[config.mk]
export PLATFORM = sky130hd
export DESIGN_NAME = id_pipe
export DESIGN_NICKNAME = d
export VERILOG_FILES = /design/src/rtl/id_pipe_pkg.sv /design/src/rtl/id_decode.sv /design/src/rtl/id_pipe.sv
export SDC_FILE = /design/constraint.sdc
export NUM_CORES = 1
export LEC_CHECK = 0
export ABC_AREA = 1
export BUFFER_PORTS_ARGS = -buffer_cell sky130_fd_sc_hd__buf_2
export CAP_MARGIN = 30
export CORE_AREA = 2 2 129 131
export DETAILED_ROUTE_END_ITERATION = 16
export DIE_AREA = 0 0 131 133
export PLACE_DENSITY = 0.69
export SLEW_MARGIN = 20
export SYNTH_ARGS = -nofsm -noshare
export SYNTH_HDL_FRONTEND = slang
export SYNTH_HIERARCHICAL = 1
export SYNTH_SLANG_ARGS = --single-unit
[constraint.sdc]
create_clock -name clk -period 2.5 [get_ports clk]
set_clock_uncertainty 0.05 [all_clocks]
set_input_delay 0.125 -clock clk [delete_from_list [all_inputs] [get_ports clk]]
set_output_delay 0.125 -clock clk [all_outputs]
set_load 0.01 [all_outputs]
[src/rtl/id_pipe_pkg.sv]
// Shared opcode/funct codes, ALU-op and result-select encodings and control
// constants for the id_pipe decode stage.
package id_pipe_pkg;

    localparam logic [5:0] EXE_SPECIAL = 6'b000000;
    localparam logic [5:0] EXE_ANDI    = 6'b001100;
    localparam logic [5:0] EXE_ORI     = 6'b001101;
    localparam logic [5:0] EXE_XORI    = 6'b001110;
    localparam logic [5:0] EXE_LUI     = 6'b001111;

    localparam logic [5:0] EXE_AND = 6'b100100;
    localparam logic [5:0] EXE_OR  = 6'b100101;
    localparam logic [5:0] EXE_XOR = 6'b100110;
    localparam logic [5:0] EXE_NOR = 6'b100111;
    localparam logic [5:0] EXE_SLL = 6'b000000;
    localparam logic [5:0] EXE_SRL = 6'b000010;
    localparam logic [5:0] EXE_SRA = 6'b000011;

    localparam logic [7:0] EXE_NOP_OP = 8'b0000_0000;
    localparam logic [7:0] EXE_AND_OP = 8'b0010_0100;
    localparam logic [7:0] EXE_OR_OP  = 8'b0010_0101;
    localparam logic [7:0] EXE_XOR_OP = 8'b0010_0110;
    localparam logic [7:0] EXE_NOR_OP = 8'b0010_0111;
    localparam logic [7:0] EXE_SLL_OP = 8'b0111_1100;
    localparam logic [7:0] EXE_SRL_OP = 8'b0000_0010;
    localparam logic [7:0] EXE_SRA_OP = 8'b0000_0011;

    localparam logic [2:0] EXE_RES_NOP   = 3'b000;
    localparam logic [2:0] EXE_RES_LOGIC = 3'b001;
    localparam logic [2:0] EXE_RES_SHIFT = 3'b010;

    localparam logic [4:0] NOP_REG_ADDR = 5'b00000;

    localparam logic WRITE_ENABLE  = 1'b1;
    localparam logic WRITE_DISABLE = 1'b0;
    localparam logic READ_ENABLE   = 1'b1;
    localparam logic READ_DISABLE  = 1'b0;

    typedef struct packed {
        logic [7:0] aluop;
        logic [2:0] alusel;
        logic       re1;
        logic       re2;
        logic       wreg;
        logic       inval;
    } dec_ctrl_t;

endpackage

[src/rtl/id_decode.sv]
// Combinational instruction decoder: instruction word -> ALU op/select, read
// enables, immediate/shift operand, destination index and illegal flag.
module id_decode
    import id_pipe_pkg::*;
#(
    parameter int unsigned DW = 32,
    parameter int unsigned RW = 5
) (
    input  logic [31:0]   i_inst,
    input  logic          i_valid,
    output dec_ctrl_t     o_ctrl,
    output logic [DW-1:0] o_imm,
    output logic [RW-1:0] o_wd
);

    logic [5:0]  w_op;
    logic [5:0]  w_funct;
    logic [4:0]  w_rt;
    logic [4:0]  w_rd;
    logic [4:0]  w_sa;
    logic [15:0] w_imm16;
    logic        w_bad;

    assign w_op    = i_inst[31:26];
    assign w_rt    = i_inst[20:16];
    assign w_rd    = i_inst[15:11];
    assign w_sa    = i_inst[10:6];
    assign w_funct = i_inst[5:0];
    assign w_imm16 = i_inst[15:0];

    always_comb begin
        o_ctrl.aluop  = EXE_NOP_OP;
        o_ctrl.alusel = EXE_RES_NOP;
        o_ctrl.re1    = READ_DISABLE;
        o_ctrl.re2    = READ_DISABLE;
        o_ctrl.wreg   = WRITE_DISABLE;
        o_ctrl.inval  = 1'b0;
        o_imm         = '0;
        o_wd          = RW'(NOP_REG_ADDR);
        w_bad         = 1'b0;

        if (i_valid) begin
            case (w_op)
                EXE_ORI, EXE_ANDI, EXE_XORI, EXE_LUI: begin
                    o_ctrl.alusel = EXE_RES_LOGIC;
                    o_ctrl.re1    = READ_ENABLE;
                    o_ctrl.wreg   = WRITE_ENABLE;
                    o_wd          = RW'(w_rt);
                    o_imm         = DW'(w_imm16);
                    case (w_op)
                        EXE_ANDI: o_ctrl.aluop = EXE_AND_OP;
                        EXE_XORI: o_ctrl.aluop = EXE_XOR_OP;
                        EXE_LUI: begin
                            // LUI is rs | (imm << 16); rs is $0 in a well-formed LUI
                            o_ctrl.aluop = EXE_OR_OP;
                            o_imm        = DW'({w_imm16, 16'h0000});
                        end
                        default:  o_ctrl.aluop = EXE_OR_OP;
                    endcase
                end
                EXE_SPECIAL: begin
                    o_ctrl.re2  = READ_ENABLE;
                    o_ctrl.wreg = WRITE_ENABLE;
                    o_wd        = RW'(w_rd);
                    case (w_funct)
                        EXE_AND, EXE_OR, EXE_XOR, EXE_NOR: begin
                            o_ctrl.alusel = EXE_RES_LOGIC;
                            o_ctrl.re1    = READ_ENABLE;
                            case (w_funct)
                                EXE_AND: o_ctrl.aluop = EXE_AND_OP;
                                EXE_OR:  o_ctrl.aluop = EXE_OR_OP;
                                EXE_XOR: o_ctrl.aluop = EXE_XOR_OP;
                                default: o_ctrl.aluop = EXE_NOR_OP;
                            endcase
                        end
                        EXE_SLL, EXE_SRL, EXE_SRA: begin
                            o_ctrl.alusel = EXE_RES_SHIFT;
                            o_imm         = DW'(w_sa);
                            case (w_funct)
                                EXE_SLL: o_ctrl.aluop = EXE_SLL_OP;
                                EXE_SRL: o_ctrl.aluop = EXE_SRL_OP;
                                default: o_ctrl.aluop = EXE_SRA_OP;
                            endcase
                        end
                        default: w_bad = 1'b1;
                    endcase
                end
                default: w_bad = 1'b1;
            endcase

            if (o_wd == '0) begin
                o_ctrl.wreg = WRITE_DISABLE;
            end

            if (w_bad) begin
                o_ctrl.aluop  = EXE_NOP_OP;
                o_ctrl.alusel = EXE_RES_NOP;
                o_ctrl.re1    = READ_DISABLE;
                o_ctrl.re2    = READ_DISABLE;
                o_ctrl.wreg   = WRITE_DISABLE;
                o_ctrl.inval  = 1'b1;
                o_imm         = '0;
                o_wd          = RW'(NOP_REG_ADDR);
            end
        end
    end

endmodule

[src/rtl/id_pipe.sv]
// ID stage: decode, operand bypass, hazard detection and the ID/EX register.
// Define ID_PIPE_FWD_EN for EX/MEM bypassing; otherwise pending writes stall.
module id_pipe
    import id_pipe_pkg::*;
#(
    parameter int unsigned DW = 32,
    parameter int unsigned AW = 32,
    parameter int unsigned RW = 5
) (
    input  logic          clk,
    input  logic          rst,
    input  logic [AW-1:0] pc_i,
    input  logic [31:0]   inst_i,
    input  logic          inst_valid_i,
    input  logic [DW-1:0] reg1_data_i,
    input  logic [DW-1:0] reg2_data_i,
    output logic          reg1_read_o,
    output logic          reg2_read_o,
    output logic [RW-1:0] reg1_addr_o,
    output logic [RW-1:0] reg2_addr_o,
    input  logic          ex_wreg_i,
    input  logic [RW-1:0] ex_wd_i,
    input  logic [DW-1:0] ex_wdata_i,
    input  logic          ex_is_load_i,
    input  logic          mem_wreg_i,
    input  logic [RW-1:0] mem_wd_i,
    input  logic [DW-1:0] mem_wdata_i,
    input  logic          stall_i,
    input  logic          flush_i,
    output logic          stallreq_o,
    output logic [7:0]    ex_aluop_o,
    output logic [2:0]    ex_alusel_o,
    output logic [DW-1:0] ex_reg1_o,
    output logic [DW-1:0] ex_reg2_o,
    output logic [RW-1:0] ex_wd_o,
    output logic          ex_wreg_o,
    output logic [AW-1:0] ex_pc_o,
    output logic          ex_valid_o,
    output logic          inval_o
);

    dec_ctrl_t     w_ctrl;
    logic [DW-1:0] w_imm;
    logic [RW-1:0] w_wd;
    logic          w_dec_valid;
    logic [RW-1:0] w_rs_idx;
    logic [RW-1:0] w_rt_idx;
    logic [DW-1:0] w_op1;
    logic [DW-1:0] w_op2;
    logic          w_ex_dep;
    logic          w_mem_dep;
    logic          w_bubble;

    logic [7:0]    r_aluop;
    logic [2:0]    r_alusel;
    logic [DW-1:0] r_reg1;
    logic [DW-1:0] r_reg2;
    logic [RW-1:0] r_wd;
    logic          r_wreg;
    logic [AW-1:0] r_pc;
    logic          r_valid;
    logic          r_inval;

    // Gating decode with rst forces read enables (and thus stallreq) low in reset
    assign w_dec_valid = inst_valid_i && !rst;
    assign w_rs_idx    = RW'(inst_i[25:21]);
    assign w_rt_idx    = RW'(inst_i[20:16]);

    id_decode #(
        .DW (DW),
        .RW (RW)
    ) u_decode (
        .i_inst  (inst_i),
        .i_valid (w_dec_valid),
        .o_ctrl  (w_ctrl),
        .o_imm   (w_imm),
        .o_wd    (w_wd)
    );

    assign reg1_read_o = w_ctrl.re1;
    assign reg2_read_o = w_ctrl.re2;
    assign reg1_addr_o = rst ? '0 : w_rs_idx;
    assign reg2_addr_o = rst ? '0 : w_rt_idx;

    assign w_ex_dep  = ex_wreg_i && (ex_wd_i != '0) &&
                       ((w_ctrl.re1 && (ex_wd_i == w_rs_idx)) ||
                        (w_ctrl.re2 && (ex_wd_i == w_rt_idx)));
    assign w_mem_dep = mem_wreg_i && (mem_wd_i != '0) &&
                       ((w_ctrl.re1 && (mem_wd_i == w_rs_idx)) ||
                        (w_ctrl.re2 && (mem_wd_i == w_rt_idx)));

`ifdef ID_PIPE_FWD_EN
    logic w_unused_mem_dep;
    assign w_unused_mem_dep = w_mem_dep;
    assign stallreq_o = !rst && ex_is_load_i && w_ex_dep;
`else
    logic w_unused_fwd;
    assign w_unused_fwd = ^{ex_wdata_i, mem_wdata_i, ex_is_load_i};
    assign stallreq_o = !rst && (w_ex_dep || w_mem_dep);
`endif

    always_comb begin
        w_op1 = w_imm;
        if (w_ctrl.re1) begin
            if (w_rs_idx == '0) begin
                w_op1 = '0;
`ifdef ID_PIPE_FWD_EN
            end else if (ex_wreg_i && (ex_wd_i == w_rs_idx)) begin
                w_op1 = ex_wdata_i;
            end else if (mem_wreg_i && (mem_wd_i == w_rs_idx)) begin
                w_op1 = mem_wdata_i;
`endif
            end else begin
                w_op1 = reg1_data_i;
            end
        end
    end

    always_comb begin
        w_op2 = w_imm;
        if (w_ctrl.re2) begin
            if (w_rt_idx == '0) begin
                w_op2 = '0;
`ifdef ID_PIPE_FWD_EN
            end else if (ex_wreg_i && (ex_wd_i == w_rt_idx)) begin
                w_op2 = ex_wdata_i;
            end else if (mem_wreg_i && (mem_wd_i == w_rt_idx)) begin
                w_op2 = mem_wdata_i;
`endif
            end else begin
                w_op2 = reg2_data_i;
            end
        end
    end

    // stall without a hazard holds; stall with one drops a bubble into EX
    assign w_bubble = flush_i || (stall_i && stallreq_o) || (!stall_i && !inst_valid_i);

    always_ff @(posedge clk) begin
        if (rst || w_bubble) begin
            r_aluop  <= EXE_NOP_OP;
            r_alusel <= EXE_RES_NOP;
            r_reg1   <= '0;
            r_reg2   <= '0;
            r_wd     <= RW'(NOP_REG_ADDR);
            r_wreg   <= WRITE_DISABLE;
            r_pc     <= '0;
            r_valid  <= 1'b0;
            r_inval  <= 1'b0;
        end else if (!stall_i) begin
            r_aluop  <= w_ctrl.aluop;
            r_alusel <= w_ctrl.alusel;
            r_reg1   <= w_op1;
            r_reg2   <= w_op2;
            r_wd     <= w_wd;
            r_wreg   <= w_ctrl.wreg;
            r_pc     <= pc_i;
            r_valid  <= 1'b1;
            r_inval  <= w_ctrl.inval;
        end
    end

    assign ex_aluop_o  = r_aluop;
    assign ex_alusel_o = r_alusel;
    assign ex_reg1_o   = r_reg1;
    assign ex_reg2_o   = r_reg2;
    assign ex_wd_o     = r_wd;
    assign ex_wreg_o   = r_wreg;
    assign ex_pc_o     = r_pc;
    assign ex_valid_o  = r_valid;
    assign inval_o     = r_inval;

endmodule

==> impl_metrics.csv <==
group,metric,value,unit
run_status,status,"completed",
clock_network,clock-root-buffer,"clkbuf_16",
synth,synth.distinct_cells,28,
clock_network,ctsResizeCount,0,
clock_network,htreeDepth,4,
floorplan,die_y,133,µm
setup_path,rr_endpoint,"ex_pc_o[6]$_SDFFE_PP0N_",
setup_path,path_buf_inv,3,
setup_path,slowest_delay,0.21,ns
global_routing,antenna_found_initial,4,
setup_path,reg2reg_from,"ex_pc_o[6]$_SDFFE_PP0N_",
synth,syn_inst,863,
global_routing,grt_max_degree,66,
sta,setup_tns,0,ns
global_routing,grt-ovfl-total,0,
global_routing,grtUsageTotal,24.8,%
detailed_routing,met3_length,1640,µm
detailed_routing,dr.pass1.iters,4,
power_and_ir_drop,switchingPower,1290,µW
cells_and_area,drive_gt1_share,30.4,%
power_and_ir_drop,internal_power,3630,µW
power_and_ir_drop,pwr-share-clk,48.8,%
synth,ys_seq_area_share,38.6,%
placement,dp_hpwl,15900,µm
synth,synth_edf_count,0,
clock_network,cts_buffers,17,
floorplan,die_width,131,µm
synth,synth_area,5970,µm²
setup_path,reg2reg_depth,2,
floorplan,die_area,17400,µm²
setup_path,critical_path_class,"input port to primary output",
sta,grt_setup_unrepaired,"false",
clock_network,cts_tree,"done",
cells_and_area,area_delta_synth_final,41.1,%
job,maxCapViolCount,0,
cells_and_area,fin_nets,1356,
detailed_routing,antenna_left,0,
sta,maxSlewHeadroom,54.6,%
cells_and_area,nFillCells,1621,
setup_path,endpoint,"stallreq_o",
placement,port_buffers,272,
setup_path,arrival,1.75,ns
setup_path,slowest_stage,"nand3_1",
power_and_ir_drop,p_per_area,584,nW/µm²
clock_network,clock_sinks,115,
synth,avgSynthCellArea,6.92,µm²
sta,hold_violations,0,
synth,yosys-top-cells-count,"nor2_1 (176), nand2_1 (140), dfxtp_1 (115), nand3_1 (89), a21oi_1 (75)",
synth,synth-seq-cells,115,
sta,maxSlewViolCount,0,
sta,period_share,77.2,%
synth,yosysTopAreaCell,"dfxtp_1",
setup_path,cp_cell_sequence,"buf_2 > nor2_4 > nand3_1 > nand2_2 > nand3_1 > inv_1 > nand2_1 > nor2_1 > nand3_1 > nand2_1 > nand2_1 > a21oi_1 > buf_2",
synth,synth_warnings,6,
floorplan,coreArea,16200,µm²
power_and_ir_drop,switching_share,26.2,%
detailed_routing,viasPerCell,4.92,
setup_path,crit_fanout,4,
detailed_routing,m1WireLength,9370,µm
global_routing,grt_pass1_wl,33600,µm
sta,period_minus_slack,1.93,ns
power_and_ir_drop,p_leak,0.00424,µW
sta,worst_pin_slew,0.680,ns
setup_path,crit_required,2.33,ns
detailed_routing,highest-signal-layer,"met4",
floorplan,io_pins,338,
setup_path,reg2reg_slack,1.76,ns
setup_path,end_kind,"primary output",
detailed_routing,wl_per_cell,15.9,µm
setup_path,crit_cells,13,
clock_network,cts.path.max_buffers,2,
global_routing,grt_pass1_vias,6501,
floorplan,rows,47,
power_and_ir_drop,comb_power_share,12.7,%
setup_path,start_kind,"input port",
detailed_routing,wl_met2,10300,µm
detailed_routing,drt_iter0_markers,426,
worst_hold_path,min_path_type,"input port to flip-flop",
detailed_routing,vias,6802,
sta,setup_viol,0,
synth,synth_ff_type,"dfxtp_1",
synth,yosysMostFrequentCell,"nor2_1",
clock_network,worstSkewPairLatency,0.41,ns
clock_network,clkTransAtPathRegs,0.06,ns
placement,gp_congestion,0.905,
synth,synth_top_area_share,38.6,%
sta,fmax,0.518,GHz
power_and_ir_drop,pwr-share-seq,38.5,%
setup_path,crit_family,"simple AND/OR/NAND/NOR gates",
detailed_routing,drc,0,
sta,timing.hold.ws,0.0176,ns
synth,synth.area.top_cells,"dfxtp_1 (39%), nor2_1 (11%), nand2_1 (8.8%)",
synth,ys_async_sr_fraction,0,%
power_and_ir_drop,ir_drop,0.442,mV
floorplan,start_util,36.9,%
detailed_routing,routed_wirelength,22000,µm
setup_path,crit_path_start,"inst_i[31]",
==> metrics by stage <==
step           std cells  instance area (µm²)  utilization (%)  total power (µW)  setup slack, ns
3_5_place_dp        1313                 7490             46.3              2510            0.221
2_1_floorplan        864                 5970                -              2260            0.323
6_report            1383                 8420             52.1              4920            0.571
3_3_place_gp        1313                 7490             46.3              2500            0.226
4_1_cts             1379                 8410             52.0              4950            0.572
5_1_grt             1381                 8420             52.1              5100            0.381
==> power by group through the flow <==
stage	clock [µW]	sequential [µW]	combinational, µW
after floorplan	0	1950	303
after global placement	0	1930	571
after detailed placement	0	1930	577
after CTS	2430	1900	623
after global routing	2510	1900	691
final	2400	1900	624
==> cell usage in the layout, fill, tap and decap left out, drive strengths merged, types with 2 or more instances in the layout <==
cell,netlist,final
bufinv,0,2
a21oi,75,75
nand4,3,3
nor3,16,16
inv,47,51
clkinvlp,0,2
conb,1,2
clkinv,0,5
dfxtp,115,115
mux2i,50,50
clkbuf,29,19
nor2,182,182
o21ai,69,69
nand3,91,91
diode,0,4
dlygate4sd3,0,34
nand2,146,146
buf,35,293
==> worst min-delay path by stage <==
stage | end | slack, ns | startpoint | cells after the start
2_1_floorplan | ex_pc_o[21]$_SDFFE_PP0N_ | 0.23 | pc_i[21] | 2
3_3_place_gp | ex_pc_o[8]$_SDFFE_PP0N_ | 0.32 | pc_i[8] | 3
3_5_place_dp | ex_pc_o[4]$_SDFFE_PP0N_ | 0.33 | pc_i[4] | 3
4_1_cts | ex_reg2_o[26]$_SDFFE_PP0N_ | 0.003 | reg2_data_i[26] | 5
5_1_grt | ex_reg2_o[9]$_SDFFE_PP0N_ | 0.02 | reg2_data_i[9] | 5
6_report | ex_reg1_o[22]$_SDFFE_PP0N_ | 0.02 | reg1_data_i[22] | 5
==> flip-flops by register name, summed over array words and instances, names as in the netlist <==
| signal | cells |
|---|---|
| ex_valid_o | 1 |
| ex_wreg_o | 1 |
| ex_alusel_o | 3 |
| ex_wd_o | 5 |
| ex_aluop_o | 8 |
| inval_o | 1 |
| ex_reg2_o | 32 |
| ex_reg1_o | 32 |
| ex_pc_o | 32 |
==> cell type report <==
type                            instances  area, µm²  area share, %
Antenna cell                            4       10.0          0.119
Clock buffer                           19        433           5.14
Clock inverter                         13        150           1.78
Inverter                               47        176           2.09
Multi-Input combinational cell        638       3180           37.7
Sequential cell                       115       2300           27.3
Tap cell                              220        275           3.27
Timing Repair Buffer                  327       1900           22.5
==> tightest hold or removal path, cell delays in order <==
cell     delay [ns]
buf_2          0.09
nand3_1        0.07
nand2_1        0.04
o21ai_0        0.06
nor2_1         0.05
==> cells by family after synthesis <==
kind of cell           share of synthesized area [%]
and+or+nand+nor                                 31.6
AOI/OAI and AO/OA                               12.8
DFF                                             38.6
buffers and inverters                           8.53
muxes                                           8.39
other                                         0.0628
==> per-layer routing <==
layer / vias to the layer above / GRT usage, %
met5: - / 0
met2: 269 / 40.6
met3: 45 / 6.23
met1: 3088 / 31.3
met4: 0 / 9.40
li1: 3400 / -
==> timing repair <==
item,4_1_cts,5_1_grt
hold endpoints to repair,34,0
buffers inserted,0,0
hold buffers,34,0
(Power assumes the default switching activity.)
